## src/rtl/uart_tx_frame_sequencer_pkg.sv

```systemverilog
// Shared definitions for the UART transmit frame sequencer.
// Holds the FSM state encoding and the widths of the per-frame counters.
// The counter widths are sized for the widest legal frame (9 data bits,
// 2 stop bits), so every legal DATA_WIDTH fits.
package uart_tx_frame_sequencer_pkg;

   localparam int MAX_DATA_WIDTH = 9;
   localparam int BIT_CNT_W      = 4;   // indexes data bits 0..MAX_DATA_WIDTH-1
   localparam int STOP_CNT_W     = 1;   // counts stop ticks 0..1

   typedef enum logic [2:0] {
      IDLE   = 3'd0,
      START  = 3'd1,
      DATA   = 3'd2,
      PARITY = 3'd3,
      STOP   = 3'd4
   } tx_state_e;

endpackage

```

## src/rtl/uart_tx_frame_sequencer_parity_calc.sv

```systemverilog
// parity_calc: parity bit for one UART frame.
// Ports:
//   data_i    [DATA_WIDTH-1:0]  data bits of the frame
//   par_typ_i                   0 = even, 1 = odd
//   par_o                       parity bit to place on the line
module parity_calc #(
   parameter int DATA_WIDTH = 8
) (
   input  logic [DATA_WIDTH-1:0] data_i,
   input  logic                  par_typ_i,
   output logic                  par_o
);

   // Even parity is the XOR of the data bits; odd parity is its inverse.
   assign par_o = (^data_i) ^ par_typ_i;

endmodule

```

## src/rtl/uart_tx_frame_sequencer.sv

```systemverilog
// uart_tx_frame_sequencer: serialises parallel words into UART frames
// (start, DATA_WIDTH data bits LSB first, optional parity, 1 or 2 stops).
// Ports:
//   CLK         system clock, rising edge
//   RST         synchronous active-low reset
//   Baud_Tick   one-cycle strobe; the line advances only on these cycles
//   P_DATA      word to send, qualified by Data_Valid
//   Data_Valid  P_DATA valid this cycle
//   Ready       holding buffer empty; a valid word is taken this cycle
//   PAR_EN      append parity bit
//   PAR_TYP     0 = even, 1 = odd parity
//   STOP2       two stop bits (forced off when STOP_MAX = 1)
//   TX_OUT      registered serial line, idles high
//   Busy        FSM not idle
module uart_tx_frame_sequencer
   import uart_tx_frame_sequencer_pkg::*;
#(
   parameter int DATA_WIDTH = 8,
   parameter int STOP_MAX   = 2
) (
   input  logic                  CLK,
   input  logic                  RST,
   input  logic                  Baud_Tick,
   input  logic [DATA_WIDTH-1:0] P_DATA,
   input  logic                  Data_Valid,
   output logic                  Ready,
   input  logic                  PAR_EN,
   input  logic                  PAR_TYP,
   input  logic                  STOP2,
   output logic                  TX_OUT,
   output logic                  Busy
);

   localparam logic [BIT_CNT_W-1:0] LAST_BIT  = BIT_CNT_W'(DATA_WIDTH - 1);
   localparam logic                 HAS_STOP2 = (STOP_MAX >= 2);

   // One-entry holding buffer
   logic                  buf_full_q;
   logic [DATA_WIDTH-1:0] buf_data_q;
   logic                  buf_par_en_q;
   logic                  buf_par_typ_q;
   logic                  buf_stop2_q;

   // Frame being transmitted; parity is computed once at load time so the
   // frame never depends on live inputs.
   tx_state_e             state_q;
   logic [DATA_WIDTH-1:0] sh_q;
   logic                  par_en_q;
   logic                  par_bit_q;
   logic                  stop2_q;
   logic [BIT_CNT_W-1:0]  bit_cnt_q;
   logic [STOP_CNT_W-1:0] stop_cnt_q;
   logic                  tx_q;

   logic                  buf_par_bit;
   logic                  stop_done;
   logic                  frame_load;

   parity_calc #(.DATA_WIDTH(DATA_WIDTH)) u_parity (
      .data_i    (buf_data_q),
      .par_typ_i (buf_par_typ_q),
      .par_o     (buf_par_bit)
   );

   // Last stop tick: first tick unless two stops were latched.
   assign stop_done  = !(stop2_q && (stop_cnt_q == '0));
   // Buffer moves into the shifter either from IDLE or straight out of the
   // final stop tick (back-to-back frames, no idle bit in between).
   assign frame_load = Baud_Tick && buf_full_q &&
                       ((state_q == IDLE) || ((state_q == STOP) && stop_done));

   assign Ready  = !buf_full_q;
   assign Busy   = (state_q != IDLE);
   assign TX_OUT = tx_q;

   always_ff @(posedge CLK) begin
      if (!RST) begin
         buf_full_q    <= 1'b0;
         buf_data_q    <= '0;
         buf_par_en_q  <= 1'b0;
         buf_par_typ_q <= 1'b0;
         buf_stop2_q   <= 1'b0;
         state_q       <= IDLE;
         sh_q          <= '0;
         par_en_q      <= 1'b0;
         par_bit_q     <= 1'b0;
         stop2_q       <= 1'b0;
         bit_cnt_q     <= '0;
         stop_cnt_q    <= '0;
         tx_q          <= 1'b1;
      end else begin
         // Capture and load are exclusive: capture needs an empty buffer,
         // load needs a full one.
         if (frame_load) begin
            buf_full_q <= 1'b0;
            sh_q       <= buf_data_q;
            par_en_q   <= buf_par_en_q;
            par_bit_q  <= buf_par_bit;
            stop2_q    <= buf_stop2_q;
         end else if (Data_Valid && !buf_full_q) begin
            buf_full_q    <= 1'b1;
            buf_data_q    <= P_DATA;
            buf_par_en_q  <= PAR_EN;
            buf_par_typ_q <= PAR_TYP;
            buf_stop2_q   <= STOP2 & HAS_STOP2;
         end

         if (Baud_Tick) begin
            case (state_q)
               IDLE: begin
                  if (buf_full_q) begin
                     state_q <= START;
                     tx_q    <= 1'b0;
                  end
               end
               START: begin
                  state_q   <= DATA;
                  tx_q      <= sh_q[0];
                  sh_q      <= sh_q >> 1;
                  bit_cnt_q <= '0;
               end
               DATA: begin
                  // bit_cnt_q is the index of the bit currently on the line
                  if (bit_cnt_q == LAST_BIT) begin
                     bit_cnt_q <= '0;
                     if (par_en_q) begin
                        state_q <= PARITY;
                        tx_q    <= par_bit_q;
                     end else begin
                        state_q    <= STOP;
                        tx_q       <= 1'b1;
                        stop_cnt_q <= '0;
                     end
                  end else begin
                     bit_cnt_q <= bit_cnt_q + 1'b1;
                     tx_q      <= sh_q[0];
                     sh_q      <= sh_q >> 1;
                  end
               end
               PARITY: begin
                  state_q    <= STOP;
                  tx_q       <= 1'b1;
                  stop_cnt_q <= '0;
               end
               STOP: begin
                  if (!stop_done) begin
                     stop_cnt_q <= stop_cnt_q + 1'b1;
                  end else begin
                     stop_cnt_q <= '0;
                     if (buf_full_q) begin
                        state_q <= START;
                        tx_q    <= 1'b0;
                     end else begin
                        state_q <= IDLE;
                        tx_q    <= 1'b1;
                     end
                  end
               end
               default: begin
                  state_q <= IDLE;
                  tx_q    <= 1'b1;
               end
            endcase
         end
      end
   end

endmodule

```

## config.mk

```make
export PLATFORM = sky130hd
export DESIGN_NAME = uart_tx_frame_sequencer
export DESIGN_NICKNAME = d
export VERILOG_FILES = /design/src/rtl/uart_tx_frame_sequencer_pkg.sv /design/src/rtl/uart_tx_frame_sequencer_parity_calc.sv /design/src/rtl/uart_tx_frame_sequencer.sv
export SDC_FILE = /design/constraint.sdc
export NUM_CORES = 1
export LEC_CHECK = 0
export BUFFER_PORTS_ARGS = -buffer_cell sky130_fd_sc_hd__buf_2
export CAP_MARGIN = 40
export CORE_MARGIN = 2
export CORE_UTILIZATION = 51
export DETAILED_ROUTE_END_ITERATION = 7
export GPL_ROUTABILITY_DRIVEN = 0
export PLACE_DENSITY = 0.74
export SLEW_MARGIN = 20
export SYNTH_ARGS = -nofsm -noshare
export SYNTH_HDL_FRONTEND = slang
export SYNTH_SLANG_ARGS = --single-unit
```

## constraint.sdc

```tcl
create_clock -name CLK -period 1.7 [get_ports CLK]
set_clock_uncertainty 0.1 [all_clocks]
set_input_delay 0.085 -clock CLK [delete_from_list [all_inputs] [get_ports CLK]]
set_output_delay 0.085 -clock CLK [all_outputs]
set_load 0.01 [all_outputs]
```

=== Word level (Yosys, flattened, before mapping) ===
Cells that the tools add are included.

* Word-level logic and storage cells: 69
* Flip-flop bits (word level): 32
* Output and inout port bits: 3
* Input port bits: 15

* Reduce and logical (&&, ||, !) cells: 19
* Add/subtract/negate cells: 2
* Bitwise operators: 4
* Equal/unequal tests: 9
* Muxes and demuxes: 22

{| class="wikitable"
|+ Operators with widths
! operator !! count
|-
| $mux 8 || 3
|-
| $pmux 8 s2 || 1
|-
| $pmux 3 s5 || 1
|-
| $mux 3 || 4
|-
| $mux 1 || 9
|-
| $ne 2x2->1 const B || 4
|-
| $pmux 4 s2 || 1
|-
| $reduce_and 4->1 || 2
|-
| $reduce_xor 8->1 || 1
|-
| $eq 3x2->1 const B || 2
|-
| $reduce_bool 3->1 || 2
|-
| $logic_and 1x1->1 || 5
|-
| $add 4x1->4 const B || 1
|-
| $eq 4x3->1 const B || 1
|-
| $mux 4 || 1
|-
| $pmux 1 s4 || 1
|-
| $reduce_and 2->1 || 2
|-
| $eq 3x1->1 const B || 1
|-
| $eq 3x3->1 const B || 1
|-
| $logic_not 3->1 || 1
|-
| $not 1->1 || 3
|-
| $pmux 1 s3 || 1
|-
| $reduce_and 3->1 || 1
|-
| $logic_not 1->1 || 2
|-
| other kinds (5) || 5
|}

=== Depth between registers and ports, before layout ===
* Word-level depth: 10
* Gate-level depth with buffers: 6
* Mapped depth without buffers: 5

=== Modules after synthesis ===
A second synthesis with hierarchy kept.

* Cell total of the unflattened synthesis: 183
* Area total of the unflattened synthesis: 1584.0 sq um

{| class="wikitable"
|+ By module, submodules not included
! module !! times used !! cells each !! area each (sq um) !! sequential area each (sq um)
|-
| uart_tx_frame_sequencer || 1 || 176 || 1501.4 || 640.6
|-
| parity_calc || 1 || 7 || 82.6 || 0.0
|}

=== Worst setup path after synthesis ===
No wires, ideal clock.

* Path kind: register to register
* Start: reg bit_cnt_q[0]
* End: reg bit_cnt_q[3]
* Slack: 58 ps
* Buffers on the path: 0
* Arrival: 1484 ps
* Cell stages (with the launch flop): 6
* Path through: dfxtp_1 -> ha_1 -> and3b_1 -> or4_1 -> a21oi_1 -> o21a_1

* Cells in the longest elaborated chain, start to end: 3
* Elaborated cells on any way between the ends: 4
* Those cells by class: add/sub (1); eq/ne (1); mux (2)

{| class="wikitable"
|+ Ends and longest elaborated chain
! element !! RTL line !! source
|-
| from (decl) || uart_tx_frame_sequencer.sv:51 || <nowiki>logic [BIT_CNT_W-1:0] bit_cnt_q;</nowiki>
|-
| from (signal assigned) || uart_tx_frame_sequencer.sv:135 || <nowiki>bit_cnt_q <= bit_cnt_q + 1'b1;</nowiki>
|-
| $add 4x1->4 / $eq 4x3->1 (equally long branches) || uart_tx_frame_sequencer.sv:135, uart_tx_frame_sequencer.sv:124 ||
|-
| $mux 4 * || uart_tx_frame_sequencer.sv:124 || <nowiki>if (bit_cnt_q == LAST_BIT) begin</nowiki>
|-
| $pmux 4 s2 * || uart_tx_frame_sequencer.sv:109 || <nowiki>case (state_q)</nowiki>
|}

Mark *: on every way between the ends. The rest lies on a longest branch, timed or not.
A chain may end at the register's enable or synchronous reset.

=== Worst setup path after layout ===
* Start: in Baud_Tick
* End: reg sh_q[6]

* Cells in the longest elaborated chain, start to end: 6

{| class="wikitable"
|+ Ends and longest elaborated chain
! element !! RTL line !! source
|-
| from (decl) || uart_tx_frame_sequencer.sv:23 || <nowiki>input logic Baud_Tick,</nowiki>
|-
| $logic_and 1x1->1 (2 in a row) || uart_tx_frame_sequencer.sv:69 || <nowiki>assign frame_load = Baud_Tick && buf_full_q &&</nowiki>
|-
| $mux 8 || uart_tx_frame_sequencer.sv:94 || <nowiki>if (frame_load) begin</nowiki>
|-
| $mux 8 || uart_tx_frame_sequencer.sv:124 ||
|-
| $pmux 8 s2 || uart_tx_frame_sequencer.sv:109 ||
|-
| $mux 8 * || uart_tx_frame_sequencer.sv:108 || <nowiki>if (Baud_Tick) begin</nowiki>
|-
| to (signal assigned) || uart_tx_frame_sequencer.sv:96 || <nowiki>sh_q <= buf_data_q;</nowiki>
|-
| to (signal assigned) || uart_tx_frame_sequencer.sv:119 || <nowiki>sh_q <= sh_q >> 1;</nowiki>
|-
| to (signal assigned) || uart_tx_frame_sequencer.sv:137 || <nowiki>sh_q <= sh_q >> 1;</nowiki>
|-
| to (decl) || uart_tx_frame_sequencer.sv:47 || <nowiki>logic [DATA_WIDTH-1:0] sh_q;</nowiki>
|}

Marks and branches as above.

==> flow_summary.json <==
{
  "maxSlewViolCount": 0,
  "ff2ff_setup_slack_ns": 0.06,
  "ios": 18,
  "slew_headroom": 0.740,
  "reg2reg_depth": 5,
  "p_sw_frac": 0.278,
  "maxCapViolCount": 0,
  "clockBufferDepth": 2,
  "grt_pass1_wl_um": 6330,
  "synth_top_cells_by_count": "dfxtp_1 (32), nand2_1 (29), a21oi_1 (22)",
  "fin_crit_sh": 0.969,
  "synth-main-ff-cell": "dfxtp_1",
  "crit_chain": "dlygate4sd3_1, buf_2, and4bb_2, nand2_1, buf_4, mux2i_1, o2bb2ai_1",
  "netlist_instances": 185,
  "path_class": "input pin to register",
  "postLayoutCoreUtil": 0.678,
  "syn-num-nets": 201,
  "drtIter0Drc": 66,
  "endpoint": "sh_q[6]$_SDFF_PN0_",
  "ys_types": 44,
  "power.share.clock": 0.272,
  "rows": 20,
  "cp_slowest_cell": "dlygate4sd3_1",
  "worstReg2RegEnd": "bit_cnt_q[3]$_SDFFE_PN0P_",
  "power_leakage_uw": 0.000832,
  "synth_top_area_share": 0.404,
  "grt_pass1_vias": 1473,
  "synth_largest_area_cell": "dfxtp_1",
  "fin_hold_ws_ns": 0.368,
  "critPathCaptureType": "register",
  "fin_crit_ns": 1.65,
  "routed_wl_um": 3770,
  "worst_setup_path_start_kind": "input pin",
  "reg2reg_from": "bit_cnt_q[1]$_SDFFE_PN0P_",
  "pre_cts_slack_ns": -0.0715,
  "arrival_ns": 1.76,
  "ant_nets": 0,
  "worstPathRequired_ns": 1.82,
  "drt_first_pass_iters": 4,
  "grt_antenna_before_repair": 0,
  "cts_setup_buffers": 0,
  "core_area_mm2": 0.00300,
  "drive_above_1_share": 0.247,
  "startpoint": "Baud_Tick",
  "max-vdd-ir-drop_mv": 0.556,
  "cts.sinks": 32,
  "synth_area_leaders": "dfxtp_1 (40%), a21oi_1 (6.9%), nand2_1 (6.9%), mux2i_1 (5.1%), o2bb2ai_1 (3.9%)",
  "seqPwrFrac": 0.541,
  "grt_max_degree": 15,
  "yosys_warnings": 0,
  "htree_levels": 2,
  "finalWorstSetupSlack_ns": 0.0528,
  "antennaDiodeCount": 0,
  "p_switching_uw": 414,
  "synth_area_per_cell_um2": 8.57,
  "areaGrowthSynthToFinish_pct": 28.5,
  "rsz0062_at_grt": "false",
  "io_buffers": 17,
  "intPower_uw": 1080,
  "nets": 247,
  "wl_per_cell_um": 14.3,
  "syn_area_mm2": 0.00159,
  "start_util": 0.528,
  "clk_latency_ns": 0.34,
  "cts_tree": "yes",
  "viasPerCell": 5.70,
  "p_per_area_mw_per_mm2": 731,
  "finalHoldViolCount": 0,
  "synth-edff-count": 0,
  "synth_most_common_cell": "dfxtp_1",
  "setup_viol": 0,
  "cts-root-buf": "clkbuf_4",
  "fmax_mhz": 607,
  "drc": 0,
  "combPwrFrac": 0.187,
  "ys_seq_elements": 32,
  "grt_overflow": 0,
  "tightestPinTransition_ns": 0.390,
  "worstHoldPathType": "register to register",
  "vias": 1504,
  "cts_buffers": 5,
  "yosysSeqAreaShare": 0.404,
  "slowest_delay_ns": 0.54,
  "grt_usage": 0.242,
  "status": "completed",
  "die_w_um": 59.8,
  "die_h_um": 59.8,
  "clk_pin_slew_ns": 0.10,
  "async_reset_ff_frac": 0,
  "place_hpwl_um": 2650,
  "die_area_mm2": 0.00357,
  "worstPathMaxFanout": 7
}
[repair_timing]
action	4_1_cts	5_1_grt
pin swaps	0	3
hold endpoints to repair	18	0
hold buffers	15	0
endpoints found under the setup margin	8	12
gates resized for setup	2	11
[registers in the layout, indices dropped and copies added, names as in the netlist]
name / count
state_q: 3
buf_par_typ_q: 1
par_bit_q: 1
bit_cnt_q: 4
stop2_q: 1
stop_cnt_q: 1
buf_data_q: 8
sh_q: 8
buf_full_q: 1
TX_OUT: 1
par_en_q: 1
buf_par_en_q: 1
buf_stop2_q: 1
[final cells by class]
type                       count  area, um2
inverter                       4       15.0
clock buffer                   6       41.3
multi-input combinational    138        915
sequential                    32        646
timing repair buffer          50        374
tap                           33       41.3
clock inverter                 1       5.00
fill                         242        966
[worst min-delay path by stage]
stage	start	to	cells past startpoint
detailed placement	PAR_TYP	buf_par_typ_q$_SDFFE_PN0P_	3
CTS	sh_q[7]$_SDFF_PN0_	sh_q[7]$_SDFF_PN0_	2
floorplan	PAR_EN	buf_par_en_q$_SDFFE_PN0P_	2
finish	sh_q[3]$_SDFF_PN0_	sh_q[2]$_SDFF_PN0_	1
global route	sh_q[5]$_SDFF_PN0_	sh_q[4]$_SDFF_PN0_	1
global placement	P_DATA[4]	buf_data_q[4]$_SDFFE_PN0P_	3
[cell families after synthesis]
kind of cell,synth area share
XOR/XNOR,0.0418
flip-flops,0.404
adder cells (fa/ha/maj),0.00789
multiplexers,0.0505
buffers and inverters,0.0403
AND/OR/NAND/NOR,0.230
AO/OA/AOI/OAI,0.225
[power groups by stage]
stage | clock network [uW] | registers, uW | logic, uW
finish | 405 | 806 | 278
floorplan | 0 | 818 | 156
detailed placement | 0 | 823 | 242
global placement | 0 | 821 | 235
global route | 445 | 811 | 302
CTS | 418 | 805 | 272
[routing by layer]
metal  global-route usage  share of wire
met1                0.264           0.43
met2                0.424           0.51
met3               0.0476          0.029
met4                0.152          0.033
met5                    0              0
[placed cells by master, fill, tap and decap left out, types with 2 or more instances in the layout]
master / instances
nor2_1: 4
a21oi_1: 20
a21boi_0: 5
xnor2_1: 3
and4bb_2: 2
xor2_1: 2
buf_4: 17
dlygate4sd3_1: 15
o21a_1: 2
a21oi_2: 2
buf_2: 17
nand2b_1: 5
mux2i_1: 8
nor3b_1: 2
nand3_1: 4
o21ai_0: 10
nand3b_1: 3
dfxtp_2: 4
clkbuf_4: 5
nand2_1: 29
dfxtp_1: 28
nor2b_1: 6
inv_1: 4
o2bb2ai_1: 7
[per-stage QoR]
| stage | setup TNS [ns] | area, um2 | power [uW] | std cells |
|---|---|---|---|---|
| 5_1_grt | 0 | 2040 | 1560 | 264 |
| 3_3_place_gp | 0 | 1800 | 1060 | 242 |
| 4_1_cts | 0 | 2000 | 1500 | 264 |
| 2_1_floorplan | 0 | 1590 | 973 | 185 |
| 6_report | 0 | 2040 | 1490 | 264 |
| 3_5_place_dp | -0.290 | 1800 | 1060 | 242 |
[critical path, delay by kind of cell]
family,cells,cell delay (ns)
and+or+nand+nor,2,0.47
muxes,1,0.21
AOI/OAI and AO/OA,1,0.09
buffers and inverters,3,0.90
No activity file was read; power rests on OpenSTA's default activity.
